<file path="src/rtl/mem_port_arbiter_pkg.sv">
// mem_port_arbiter_pkg: shared widths, FSM states, owner/length codes and a saturating increment for the memory port arbiter
package mem_port_arbiter_pkg;
    localparam int ADDR_L = 32;
    localparam int DATA_L = 32;
    typedef enum logic [1:0] {ST_IDLE, ST_GNT_IF, ST_GNT_MEM, ST_RESP} state_t;
    typedef enum logic [1:0] {LEN_BYTE = 2'd0, LEN_HALF = 2'd1, LEN_WORD = 2'd3} len_t;
    localparam logic [1:0] OWN_NONE = 2'd0;
    localparam logic [1:0] OWN_IF = 2'd1;
    localparam logic [1:0] OWN_MEM = 2'd2;
    function automatic logic [15:0] sat_inc(input logic [15:0] v);
        return (v == 16'hFFFF) ? v : v + 16'd1;
    endfunction
endpackage

</file>
<file path="src/rtl/mem_port_arbiter_if.sv">
// mem_port_arbiter_if: IF/MEM request side plus RAM side of the shared port; slave = arbiter, master = pipeline stages and RAM model
interface mem_port_arbiter_if;
    import mem_port_arbiter_pkg::*;
    logic              if_re;
    logic [ADDR_L-1:0] if_addr;
    logic [1:0]        if_rlen;
    logic              if_rack;
    logic [DATA_L-1:0] if_data;
    logic              mem_re;
    logic              mem_we;
    logic [ADDR_L-1:0] mem_addr;
    logic [1:0]        mem_len;
    logic [DATA_L-1:0] mem_wdata;
    logic              mem_rack;
    logic              mem_wack;
    logic [DATA_L-1:0] mem_rdata;
    logic              ram_re;
    logic              ram_we;
    logic [ADDR_L-1:0] ram_addr;
    logic [1:0]        ram_len;
    logic [DATA_L-1:0] ram_wdata;
    logic              ram_rack;
    logic              ram_wack;
    logic [DATA_L-1:0] ram_rdata;
    logic [1:0]        owner;
    logic [15:0]       if_wait_cnt;
    modport slave (
        input  if_re, if_addr, if_rlen, mem_re, mem_we, mem_addr, mem_len, mem_wdata,
               ram_rack, ram_wack, ram_rdata,
        output if_rack, if_data, mem_rack, mem_wack, mem_rdata,
               ram_re, ram_we, ram_addr, ram_len, ram_wdata, owner, if_wait_cnt
    );
    modport master (
        output if_re, if_addr, if_rlen, mem_re, mem_we, mem_addr, mem_len, mem_wdata,
               ram_rack, ram_wack, ram_rdata,
        input  if_rack, if_data, mem_rack, mem_wack, mem_rdata,
               ram_re, ram_we, ram_addr, ram_len, ram_wdata, owner, if_wait_cnt
    );
endinterface

</file>
<file path="src/rtl/mem_port_arbiter_arb_pick.sv">
// arb_pick: winner select (clk, rst, i_if_req, i_mem_req, i_take in; o_pick_mem out), MEM priority by default, round-robin on ties when ARB_RR_EN is defined
module arb_pick (
    input  logic clk,
    input  logic rst,
    input  logic i_if_req,
    input  logic i_mem_req,
    input  logic i_take,
    output logic o_pick_mem
);
`ifdef ARB_RR_EN
    localparam logic RR = 1'b1;
`else
    localparam logic RR = 1'b0;
`endif
    logic r_ptr;
    assign o_pick_mem = i_mem_req && !(i_if_req && RR && r_ptr);
    always_ff @(posedge clk) r_ptr <= rst ? 1'b0 : (i_take ? o_pick_mem : r_ptr);
endmodule

</file>
<file path="src/rtl/mem_port_arbiter.sv">
// mem_port_arbiter: shares one memory port between IF and MEM (clk, rst, bus slave: requests in; ram strobes, acks, read data, owner, if_wait_cnt out); round-robin when ARB_RR_EN is defined
module mem_port_arbiter
    import mem_port_arbiter_pkg::*;
(
    input logic               clk,
    input logic               rst,
    mem_port_arbiter_if.slave bus
);
    state_t            r_state, w_next;
    logic              r_we, r_ram_re, r_ram_we, r_if_rack, r_mem_rack, r_mem_wack;
    logic [ADDR_L-1:0] r_ram_addr;
    logic [1:0]        r_ram_len, r_owner;
    logic [DATA_L-1:0] r_ram_wdata, r_if_data, r_mem_rdata;
    logic [15:0]       r_wait;
    logic              w_if_req, w_mem_req, w_pick_mem, w_take, w_done, w_wr;
    assign w_if_req  = bus.if_re;
    assign w_mem_req = bus.mem_re | bus.mem_we;
    assign w_take    = (r_state == ST_IDLE) && (w_if_req || w_mem_req);
    assign w_wr      = w_pick_mem && bus.mem_we;
    assign w_done    = (r_state == ST_GNT_IF || r_state == ST_GNT_MEM) && (r_we ? bus.ram_wack : bus.ram_rack);
    arb_pick u_pick (
        .clk        (clk),
        .rst        (rst),
        .i_if_req   (w_if_req),
        .i_mem_req  (w_mem_req),
        .i_take     (w_take),
        .o_pick_mem (w_pick_mem)
    );
    always_comb begin
        w_next = r_state;
        case (r_state)
            ST_IDLE:               w_next = w_take ? (w_pick_mem ? ST_GNT_MEM : ST_GNT_IF) : ST_IDLE;
            ST_GNT_IF, ST_GNT_MEM: w_next = w_done ? ST_RESP : r_state;
            default:               w_next = ST_IDLE;
        endcase
    end
    always_ff @(posedge clk) begin
        if (rst) begin
            r_state     <= ST_IDLE;
            r_we        <= 1'b0;
            r_ram_re    <= 1'b0;
            r_ram_we    <= 1'b0;
            r_ram_addr  <= '0;
            r_ram_len   <= '0;
            r_ram_wdata <= '0;
            r_if_rack   <= 1'b0;
            r_mem_rack  <= 1'b0;
            r_mem_wack  <= 1'b0;
            r_if_data   <= '0;
            r_mem_rdata <= '0;
            r_owner     <= OWN_NONE;
            r_wait      <= '0;
        end else begin
            r_state    <= w_next;
            r_if_rack  <= w_done && r_owner == OWN_IF;
            r_mem_rack <= w_done && r_owner == OWN_MEM && !r_we;
            r_mem_wack <= w_done && r_we;
            r_wait     <= (bus.if_re && r_owner != OWN_IF && r_state != ST_RESP) ? sat_inc(r_wait) : r_wait;
            if (w_take) begin
                r_we        <= w_wr;
                r_ram_re    <= !w_wr;
                r_ram_we    <= w_wr;
                r_ram_addr  <= w_pick_mem ? bus.mem_addr : bus.if_addr;
                r_ram_len   <= w_pick_mem ? bus.mem_len : bus.if_rlen;
                r_ram_wdata <= w_pick_mem ? bus.mem_wdata : '0;
                r_owner     <= w_pick_mem ? OWN_MEM : OWN_IF;
            end
            if (w_done) begin
                r_ram_re <= 1'b0;
                r_ram_we <= 1'b0;
            end
            if (w_done && !r_we && r_owner == OWN_IF) r_if_data <= bus.ram_rdata;
            if (w_done && !r_we && r_owner == OWN_MEM) r_mem_rdata <= bus.ram_rdata;
            if (r_state == ST_RESP) r_owner <= OWN_NONE;
        end
    end
    assign bus.ram_re      = r_ram_re;
    assign bus.ram_we      = r_ram_we;
    assign bus.ram_addr    = r_ram_addr;
    assign bus.ram_len     = r_ram_len;
    assign bus.ram_wdata   = r_ram_wdata;
    assign bus.if_rack     = r_if_rack;
    assign bus.if_data     = r_if_data;
    assign bus.mem_rack    = r_mem_rack;
    assign bus.mem_wack    = r_mem_wack;
    assign bus.mem_rdata   = r_mem_rdata;
    assign bus.owner       = r_owner;
    assign bus.if_wait_cnt = r_wait;
endmodule

</file>
<file path="src/flat_wrapper.sv">
// flat-port wrapper written by rule: the top's interface ports become plain ports
module mem_port_arbiter_flat import mem_port_arbiter_pkg::*;
  (clk, rst, bus_if_re, bus_if_addr, bus_if_rlen, bus_mem_re, bus_mem_we, bus_mem_addr, bus_mem_len, bus_mem_wdata, bus_ram_rack, bus_ram_wack, bus_ram_rdata, bus_if_rack, bus_if_data, bus_mem_rack, bus_mem_wack, bus_mem_rdata, bus_ram_re, bus_ram_we, bus_ram_addr, bus_ram_len, bus_ram_wdata, bus_owner, bus_if_wait_cnt);
  mem_port_arbiter_if bus_i ();
  input logic clk;
  input logic rst;
  input wire logic [$bits(bus_i.if_re)-1:0] bus_if_re;
  input wire logic [$bits(bus_i.if_addr)-1:0] bus_if_addr;
  input wire logic [$bits(bus_i.if_rlen)-1:0] bus_if_rlen;
  input wire logic [$bits(bus_i.mem_re)-1:0] bus_mem_re;
  input wire logic [$bits(bus_i.mem_we)-1:0] bus_mem_we;
  input wire logic [$bits(bus_i.mem_addr)-1:0] bus_mem_addr;
  input wire logic [$bits(bus_i.mem_len)-1:0] bus_mem_len;
  input wire logic [$bits(bus_i.mem_wdata)-1:0] bus_mem_wdata;
  input wire logic [$bits(bus_i.ram_rack)-1:0] bus_ram_rack;
  input wire logic [$bits(bus_i.ram_wack)-1:0] bus_ram_wack;
  input wire logic [$bits(bus_i.ram_rdata)-1:0] bus_ram_rdata;
  output wire logic [$bits(bus_i.if_rack)-1:0] bus_if_rack;
  output wire logic [$bits(bus_i.if_data)-1:0] bus_if_data;
  output wire logic [$bits(bus_i.mem_rack)-1:0] bus_mem_rack;
  output wire logic [$bits(bus_i.mem_wack)-1:0] bus_mem_wack;
  output wire logic [$bits(bus_i.mem_rdata)-1:0] bus_mem_rdata;
  output wire logic [$bits(bus_i.ram_re)-1:0] bus_ram_re;
  output wire logic [$bits(bus_i.ram_we)-1:0] bus_ram_we;
  output wire logic [$bits(bus_i.ram_addr)-1:0] bus_ram_addr;
  output wire logic [$bits(bus_i.ram_len)-1:0] bus_ram_len;
  output wire logic [$bits(bus_i.ram_wdata)-1:0] bus_ram_wdata;
  output wire logic [$bits(bus_i.owner)-1:0] bus_owner;
  output wire logic [$bits(bus_i.if_wait_cnt)-1:0] bus_if_wait_cnt;
  assign bus_i.if_re = bus_if_re;
  assign bus_i.if_addr = bus_if_addr;
  assign bus_i.if_rlen = bus_if_rlen;
  assign bus_i.mem_re = bus_mem_re;
  assign bus_i.mem_we = bus_mem_we;
  assign bus_i.mem_addr = bus_mem_addr;
  assign bus_i.mem_len = bus_mem_len;
  assign bus_i.mem_wdata = bus_mem_wdata;
  assign bus_i.ram_rack = bus_ram_rack;
  assign bus_i.ram_wack = bus_ram_wack;
  assign bus_i.ram_rdata = bus_ram_rdata;
  assign bus_if_rack = bus_i.if_rack;
  assign bus_if_data = bus_i.if_data;
  assign bus_mem_rack = bus_i.mem_rack;
  assign bus_mem_wack = bus_i.mem_wack;
  assign bus_mem_rdata = bus_i.mem_rdata;
  assign bus_ram_re = bus_i.ram_re;
  assign bus_ram_we = bus_i.ram_we;
  assign bus_ram_addr = bus_i.ram_addr;
  assign bus_ram_len = bus_i.ram_len;
  assign bus_ram_wdata = bus_i.ram_wdata;
  assign bus_owner = bus_i.owner;
  assign bus_if_wait_cnt = bus_i.if_wait_cnt;
  mem_port_arbiter u_core (.clk(clk), .rst(rst), .bus(bus_i));
endmodule
</file>
<file path="config.mk">
export PLATFORM = sky130hd
export DESIGN_NAME = mem_port_arbiter_flat
export DESIGN_NICKNAME = d
export VERILOG_FILES = /design/src/rtl/mem_port_arbiter_pkg.sv /design/src/rtl/mem_port_arbiter_if.sv /design/src/rtl/mem_port_arbiter_arb_pick.sv /design/src/rtl/mem_port_arbiter.sv /design/src/flat_wrapper.sv
export SDC_FILE = /design/constraint.sdc
export NUM_CORES = 1
export LEC_CHECK = 0
export BUFFER_PORTS_ARGS = -buffer_cell sky130_fd_sc_hd__buf_2
export CORE_ASPECT_RATIO = 1.2
export CORE_MARGIN = 1.5
export CORE_UTILIZATION = 45
export DETAILED_ROUTE_END_ITERATION = 10
export PLACE_DENSITY = 0.87
export SKIP_LAST_GASP = 1
export SLEW_MARGIN = 20
export SYNTH_ARGS = -nofsm -noshare
export SYNTH_HDL_FRONTEND = slang
export SYNTH_SLANG_ARGS = --single-unit
</file>
<file path="constraint.sdc">
create_clock -name clk -period 2.4 [get_ports clk]
set_input_delay 0.12 -clock clk [delete_from_list [all_inputs] [get_ports clk]]
set_output_delay 0.12 -clock clk [all_outputs]
set_load 0.03 [all_outputs]
</file>
==> key figures <==
Run status
  • Outcome: finished, final reports clean

Logic synthesis
  • Syn_nets: ~800
  • Synth Flop Type: dfxtp_1
  • Post-Synthesis Cells: about 650
  • Area of the mapped netlist: about 5700 µm²
  • Ys async rst share: 0%
  • Count of yosys warnings during synthesis: 0
  • Synth Register Bits: 156
  • Seq/Total Area, Yosys: a little over half
  • Post-synth EDFFs: 0
  • Post-synth cell types: 39
  • Mapped Avg Cell Area: approximately 8.7 µm²

Routing
  • DRT antenna net count: 0
  • Remaining DRCs: 0
  • Via count: around 7,000
  • WL per Instance: 18.1 µm
  • 1st-iter DRT viols: between 600 and 700
  • Drt pass-1 iters: 8
  • Vias/cell: 5.68
  • Final WL: ~22,000 µm

Floorplan
  • Die Y: around 130 µm
  • Initial core utilization: roughly 47%
  • CORE AREA: 12,200 µm²
  • Full die area: 13,400 µm²
  • Num rows: 44
  • Die X-Extent: approximately 110 µm
  • I/O pin total: between 200 and 300

Layout
  • Commonest non-fill, non-tap cell in the layout: buf_2
  • Layout cells sized above 1: between 30% and 40%
  • Commonest non-fill, non-tap cells in the layout: 290 x buf_2, 156 x dfxtp_1, 142 x nand2_1, 134 x dlygate4sd3_1, 82 x a21oi_1
  • Finished Cell Area: between 9000 and 10,000 µm²
  • Fin nets: around 1,200
  • Syn-to-layout area delta: 62.5%

Timing
  • RSZ-0062 raised after global routing: false
  • Final TNS setup: 0 ns
  • Max-slew headroom: between 50% and 60%
  • Least-Margin Pin Slew: roughly 0.7 ns
  • Period minus WS final: 2.32 ns
  • Max-slew violation count: 0
  • Final worst-path cycle share: between 90% and 100%
  • F_max: between 400 and 500 MHz
  • Final setup fails: 0
  • Hold Vio Cnt, Final: 0
  • Max Clock Skew: between 0.009 and 0.01 ns

Power and ir drop
  • Seq pwr share: a little over a third
  • PwrDens: approximately 940 nW/µm²
  • P_int: 5.56 mW
  • P_sw: about 3.2 mW
  • VDD IR max: between 0.6 and 0.7 mV
  • Proportion of power drawn by the clock network: 30.0%
  • Combinational power share: 33.9%
  • Net Sw Frac: a little over a third
  • Leakage: 4.16 nW

Min path
  • Hold Crit Class: in -> reg
  • Hold path depth: 5

Critical path
  • Critical Path Sink Type: register
  • R2R Path End: u_core.bus.ram_addr[2]
  • Crit path DAT: between 2 and 3 ns
  • Startpoint types: register
  • Reg2Reg Setup Slack: roughly 0.083 ns
  • Crit-path cells: inv_1 -> ha_4 -> o21a_2 -> a21oi_4 -> buf_12 -> a222oi_1 -> dlygate4sd3_1 -> nor2_1
  • Largest stage delay, worst path: 0.62 ns
  • Crit path kind: reg -> reg
  • Crit-path slowest cell: dlygate4sd3_1
  • CP startpoint: u_core.r_state[0]
  • Reg2reg start: u_core.r_state[0]
  • Critical Path Fanout Max: 70
  • Worst Reg-to-Reg Cells: 8
  • Critical Path End: u_core.bus.ram_addr[2]
  • CP Data Required Time: 2.69 ns

Global route
  • Initial antenna violation count: 1
  • Global-route usage over all layers: between 30% and 40%
  • Global route overflow: 0
  • Pin count of the biggest net entering global routing: 83
  • Vias in the first global route: between 6,000 and 7,000
  • Grt peak-use layer: met2
  • GRT met2 Usage: 56.1%
  • First-pass GRT wire length: about 34,000 µm
  • GR Util met1: between 30% and 40%
  • Met3 usage: between 9 and 10%

Place
  • Final GP Congestion: ~0.85
  • Placed instance area: about 7300 µm²
  • IO Port Bufs: just under 300
  • DPL Wire Length: ~12,000 µm

CTS
  • Root buf cell: clkbuf_16
  • H-tree depth: 4
  • CTS Buf Count: 17
  • Num Clock Sinks: ~160
  • Skew-Pair Late Insertion Delay: 0.41 ns
  • Clk pin slew, worst setup/hold paths: roughly 0.070 ns
  • CTS tree: yes
  • Max Root-Sink Buffers: 2

Run
  • Max-Cap Viols: 0
[per-layer routing]
layer / vias to the layer above / part of all wire (%)
met4: 0 / 6.9
met2: 555 / 49
met1: 3188 / 34
li1: 3133 / -
met5: - / 0
met3: 123 / 10
[timing repair]
| item | 4_1_cts | 5_1_grt |
|---|---|---|
| hold buffers | 134 | 0 |
| buffers inserted | 0 | 2 |
| endpoints found under the hold margin | 131 | 0 |
| setup endpoints to repair | 0 | 33 |
| gates resized for setup | 0 | 2 |
[state kept, by name (all words and copies together) (netlist names)]
register / count
u_core.r_state: 2
u_core.bus.mem_rack: 1
u_core.bus.ram_len: 2
u_core.bus.if_data: 32
u_core.r_we: 1
u_core.bus.if_rack: 1
u_core.bus.ram_addr: 32
u_core.bus.ram_we: 1
u_core.bus.ram_re: 1
u_core.bus.owner: 2
u_core.bus.mem_rdata: 32
u_core.bus.ram_wdata: 32
u_core.bus.if_wait_cnt: 16
u_core.bus.mem_wack: 1
[power groups by stage]
stage / combinational [mW] / sequential [mW] / clock, mW
2_1_floorplan: 0.938 / 3.80 / 0
3_3_place_gp: 2.31 / 3.16 / 0
3_5_place_dp: 2.36 / 3.16 / 0
4_1_cts: 2.78 / 3.11 / 2.66
5_1_grt: 3.12 / 3.18 / 2.78
6_report: 2.97 / 3.15 / 2.63
[final cells by class]
class	instances	area (µm²)
inverters	7	26.3
diodes	1	2.50
clock inverters	14	150
repair buffers	437	2970
fillers	748	2940
clock buffers	18	429
well taps	161	201
multi-input cells	438	2390
flip-flops and latches	156	3120
[worst max-delay path: cells and delay by family, from the launching register on]
family                   cells  cell delay [ns]
buffers and inverters        3             0.90
adder cells (fa/ha/maj)      1             0.18
flip-flops                   1             0.32
AND/OR/NAND/NOR              1             0.05
AO/OA/AOI/OAI                3             0.68
[stage by stage]
| step | util (%) | power (mW) | std cells | hold slack (ns) | worst slack, ns |
|---|---|---|---|---|---|
| 3_5_place_dp | 59.8 | 5.52 | 1063 | 0.359 | 0.306 |
| 5_1_grt | 76.0 | 9.09 | 1232 | 0.189 | 0.0179 |
| 4_1_cts | 75.5 | 8.55 | 1229 | 0.0900 | 0.0551 |
| 2_1_floorplan | - | 4.74 | 654 | 0.227 | 0.423 |
| 6_report | 76.0 | 8.75 | 1232 | 0.174 | 0.0828 |
| 3_3_place_gp | 59.8 | 5.47 | 1063 | 0.352 | 0.397 |
[worst min-delay path by stage]
stage	startpoint	end
floorplan	bus_mem_we	u_core.bus.ram_re
global placement	bus_mem_addr[12]	u_core.bus.ram_addr[12]
detailed placement	bus_mem_addr[30]	u_core.bus.ram_addr[30]
CTS	bus_mem_re	u_core.r_state[0]
global route	rst	u_core.bus.ram_addr[24]
finish	bus_mem_re	u_core.r_state[0]
[cells in the mapped netlist (2+ instances only)]
library cell	n	share of area, %
dfxtp_1	156	55
nand2_1	142	9.3
a21oi_1	83	7.3
nor2_1	73	4.8
clkbuf_1	41	2.7
a222oi_1	34	6.0
a22oi_1	32	4.2
buf_2	9	0.79
o31ai_1	9	1.2
or4_1	9	1.2
inv_1	7	0.46
nand4_1	6	0.66
o21ai_0	5	0.44
nand3_1	4	0.35
nor3_1	4	0.35
nor4_1	4	0.44
and2_1	3	0.33
and3_1	3	0.33
ha_1	3	0.66
nor2b_1	3	0.33
a211oi_1	2	0.26
and4_1	2	0.31
buf_1	2	0.13
or3_1	2	0.22
or3b_2	2	0.31
[cells by family (layout without fill, tap and decap cells)]
kind of cell / count (synthesis) / count (layout) / share of synthesized area, %
and+or+nand+nor: 263 / 263 / 20.0
AOI/OAI and AO/OA: 169 / 169 / 19.9
DFF: 156 / 156 / 54.7
buffers and inverters: 60 / 476 / 4.21
adders and majority gates: 3 / 3 / 0.657
muxes: 3 / 3 / 0.569
other: 0 / 1 / 0
Note: power is estimated with default switching activity, not from simulation.
